===== src/rtl/fsm_serial_tx.sv =====
// Moore-FSM serial transmitter: start bit, DATA_W data bits LSB first, stop bit.
// Define FSM_SERIAL_TX_PARITY_EN to insert an odd-parity bit between data and stop.
module fsm_serial_tx #(
  parameter int DATA_W = 8
) (
  input  logic              clk,
  input  logic              reset,
  input  logic [DATA_W-1:0] data,
  input  logic              valid,
  output logic              ready,
  output logic              out,
  output logic              busy,
  output logic              done
);

  localparam int CNT_W = $clog2(DATA_W);
  localparam logic [CNT_W-1:0] LAST_BIT = CNT_W'(DATA_W - 1);

`ifdef FSM_SERIAL_TX_PARITY_EN
  typedef enum logic [2:0] {
    IDLE   = 3'd0,
    START  = 3'd1,
    DATA   = 3'd2,
    PARITY = 3'd3,
    STOP   = 3'd4
  } state_t;
`else
  typedef enum logic [2:0] {
    IDLE  = 3'd0,
    START = 3'd1,
    DATA  = 3'd2,
    STOP  = 3'd4
  } state_t;
`endif

  state_t            state_reg, state_next;
  logic [CNT_W-1:0]  cnt_reg, cnt_next;
  logic [DATA_W-1:0] shreg_reg, shreg_next;
`ifdef FSM_SERIAL_TX_PARITY_EN
  logic              parity_reg, parity_next;
`endif

  always_ff @(posedge clk) begin
    if (!reset) begin
      state_reg <= IDLE;
      cnt_reg   <= '0;
      shreg_reg <= '0;
`ifdef FSM_SERIAL_TX_PARITY_EN
      parity_reg <= 1'b0;
`endif
    end else begin
      state_reg <= state_next;
      cnt_reg   <= cnt_next;
      shreg_reg <= shreg_next;
`ifdef FSM_SERIAL_TX_PARITY_EN
      parity_reg <= parity_next;
`endif
    end
  end

  // All outputs decode from registered state only; valid/data affect next state.
  always_comb begin
    state_next = state_reg;
    cnt_next   = '0;
    shreg_next = shreg_reg;
`ifdef FSM_SERIAL_TX_PARITY_EN
    parity_next = parity_reg;
`endif
    ready = 1'b0;
    out   = 1'b1;
    busy  = 1'b0;
    done  = 1'b0;
    case (state_reg)
      IDLE: begin
        ready = 1'b1;
        if (valid) begin
          state_next = START;
          shreg_next = data;
`ifdef FSM_SERIAL_TX_PARITY_EN
          parity_next = ~(^data);
`endif
        end
      end
      START: begin
        out        = 1'b0;
        busy       = 1'b1;
        state_next = DATA;
      end
      DATA: begin
        out        = shreg_reg[0];
        busy       = 1'b1;
        shreg_next = shreg_reg >> 1;
        if (cnt_reg == LAST_BIT) begin
`ifdef FSM_SERIAL_TX_PARITY_EN
          state_next = PARITY;
`else
          state_next = STOP;
`endif
        end else begin
          cnt_next = cnt_reg + 1'b1;
        end
      end
`ifdef FSM_SERIAL_TX_PARITY_EN
      PARITY: begin
        out        = parity_reg;
        busy       = 1'b1;
        state_next = STOP;
      end
`endif
      STOP: begin
        ready = 1'b1;
        busy  = 1'b1;
        done  = 1'b1;
        // A handshake here chains the next frame with no idle gap.
        if (valid) begin
          state_next = START;
          shreg_next = data;
`ifdef FSM_SERIAL_TX_PARITY_EN
          parity_next = ~(^data);
`endif
        end else begin
          state_next = IDLE;
        end
      end
      default: begin
        state_next = IDLE;
      end
    endcase
  end

endmodule


===== config.mk =====
export PLATFORM = sky130hd
export DESIGN_NAME = fsm_serial_tx
export DESIGN_NICKNAME = d
export VERILOG_FILES = /design/src/rtl/fsm_serial_tx.sv
export SDC_FILE = /design/constraint.sdc
export NUM_CORES = 1
export LEC_CHECK = 0
export CORE_MARGIN = 3
export CORE_UTILIZATION = 46
export CTS_CLUSTER_DIAMETER = 80
export DETAILED_ROUTE_END_ITERATION = 16
export PLACE_DENSITY = 0.85
export RECOVER_POWER = 100
export SETUP_SLACK_MARGIN = 0.02
export SLEW_MARGIN = 20
export SYNTH_ARGS = -nofsm -noshare
export SYNTH_HDL_FRONTEND = slang
export SYNTH_SLANG_ARGS = --single-unit

===== constraint.sdc =====
create_clock -name clk -period 1.65 [get_ports clk]
set_clock_uncertainty 0.1 [all_clocks]
set_input_delay 0.33 -clock clk [delete_from_list [all_inputs] [get_ports clk]]
set_output_delay 0.33 -clock clk [all_outputs]
set_load 0.005 [all_outputs]

==> qor.yml <==
outcome: "finished, final reports clean"
drc_errors: 0
gp_congestion: 0.762
largest_reg_flops: 8
clk_root_buffer_cell: "clkbuf_4"
routed_wl_um: 1460
synth_cell_types: 22
cts_tree: "built"
slew_headroom: 0.855
synth_ff_type: "dfxtp_1"
grt_usage: 0.170
grt_pass1_vias: 571
dp.cells: 101
start_kind: "flop"
cts_buffer_depth: 2
dieArea_um2: 1890
area_delta_synth_final_pct: 40.8
path_class: "reg2out"
syn-instance-count: 69
ys_warn_count: 0
cts-htree-levels: 1
power.density_nw_per_um2: 870
dr_wl_met2_um: 748
avgSynthCellArea_um2: 9.34
antenna_found_initial: 0
wl_per_cell_um: 13.7
layout.cells.non_filler: 107
max_freq_ghz: 0.624
netlist_area_um2: 644
maxCapViolCount: 0
drv_slew: 0
drive_above_1_share: 0.301
cts.reportedPaths.clkPinSlew_ps: 80
overflow: 0
rsz0062_at_grt: "yes"
top_layer_used: "met4"
avgViaCountPerCell: 5.27
crit_fanout: 2
drtIter0Drc: 12
initial_core_util: 0.536
ys_seq_area_frac: 0.435
dp_hpwl_um: 984
clock_latency_ps: 280
clock-sinks: 14
ir_worst_vdd_mv: 0.535
fin_nets: 107
grt_max_degree: 10
fin_crit_sh: 0.972
dieHeight_um: 43.4
die_w_um: 43.4
rows: 12
worstPathRequired_ps: 1220
setup_slack_ps: 46.3
final_hold_viol_count: 0
port_buffers: 14
wl_met1_um: 597
async_flop_share: 0
numCtsBuffers: 3
dr.pass1.iters: 4
synth_edf_count: 0
period_needed_ps: 1600
setup_tns_ps: 0
endpoint_kind: "output port"
met3_length_um: 106
core_um2: 1200
p_leak_uw: 0.000410
io_pins: 15
synthesis.nets: 82
ys_ff_latch: 14
max_slew.worst_pin.slew_ps: 217
arrival_ps: 1170
setup_viol: 0
antenna_left: 0
grt_pass1_wl_um: 2390
place_ws_ps: -128
min_path_type: "reg2reg"
diodes: 0
vias: 564
hold_buffers: 0
[path summary, 6_finish.rpt]
path | end | cells past startpoint | from | slack [ps]
worst max-delay path | busy | 3 | state_reg[1] | 50
worst min-delay path | shreg_reg[3] | 2 | shreg_reg[3] | 350
worst max register to register | shreg_reg[5] | 5 | state_reg[1] | 110
worst min register to register | shreg_reg[3] | 2 | shreg_reg[3] | 350
[cell families after synthesis]
family / after synthesis / synth area share
buf+inv: 13 / 0.105
fa+ha+maj: 2 / 0.0388
compound gates: 21 / 0.221
flops: 14 / 0.435
xor+xnor: 1 / 0.0136
simple gates: 18 / 0.186
[layout make-up]
type | instances | area (µm²)
multi-input combinational | 42 | 327
fill | 95 | 294
sequential | 14 | 283
timing repair buffer | 25 | 214
clock buffer | 4 | 36.3
inverter | 8 | 30.0
tap | 14 | 17.5
[timing repair]
| item | in CTS | in global routing |
|---|---|---|
| resized for setup | 17 | 8 |
| buffers inserted | 1 | 1 |
| endpoints found under the hold margin | 0 | 0 |
| endpoints found under the setup margin | 4 | 3 |
| cloned | 0 | 0 |
| pin swaps | 1 | 3 |
[worst max-delay path, stage by stage, from the launching register on]
cell and delay (ps):
dfxtp_2 340, or3b_4 380, o21ai_2 60, buf_2 120
[layout by cell type (no fill, tap or decap), drive strengths merged, types with 2 or more instances in the layout]
master	count
nor2	2
buf	12
ha	2
dfxtp	14
a21o	2
o221ai	7
clkdlybuf4s50	10
and2	3
or3b	2
a21oi	7
and3	2
nand2b	5
inv	8
clkbuf	6
o21ai	3
[per-layer routing]
layer	up-vias	global-route usage
met1	251	0.177
li1	287	-
met2	24	0.322
met5	-	0
met3	2	0.0498
met4	0	0.0542
[cells in the mapped netlist, drive strengths merged, types with 2 or more instances]
cell	n	area, µm²
inv	8	30.0
clkbuf	2	7.51
dfxtp	14	280
and3	2	12.5
nor2	2	7.51
a21o	2	15.0
nand2b	5	31.3
or3b	2	17.5
ha	2	25.0
a21oi	7	35.0
and2	3	18.8
o21ai	3	15.0
o221ai	7	61.3
buf	3	30.0
[per-stage QoR]
step | utilization | hold slack (ps) | power (µW) | cell area, µm²
after global placement | 0.693 | 332 | 526 | 832
after detailed placement | 0.693 | 333 | 531 | 832
after floorplan | - | 322 | 463 | 644
final | 0.755 | 352 | 789 | 907
after global routing | 0.755 | 386 | 826 | 907
after CTS | 0.745 | 355 | 788 | 895
[report_power, final]
part | internal [µW] | total, µW | leakage, µW | switching (µW)
clock network | 134 | 244 | 0.0000210 | 110
logic | 94.1 | 165 | 0.000274 | 70.6
registers | 365 | 380 | 0.000116 | 15.6
Note: power is estimated with default switching activity, not from simulation.
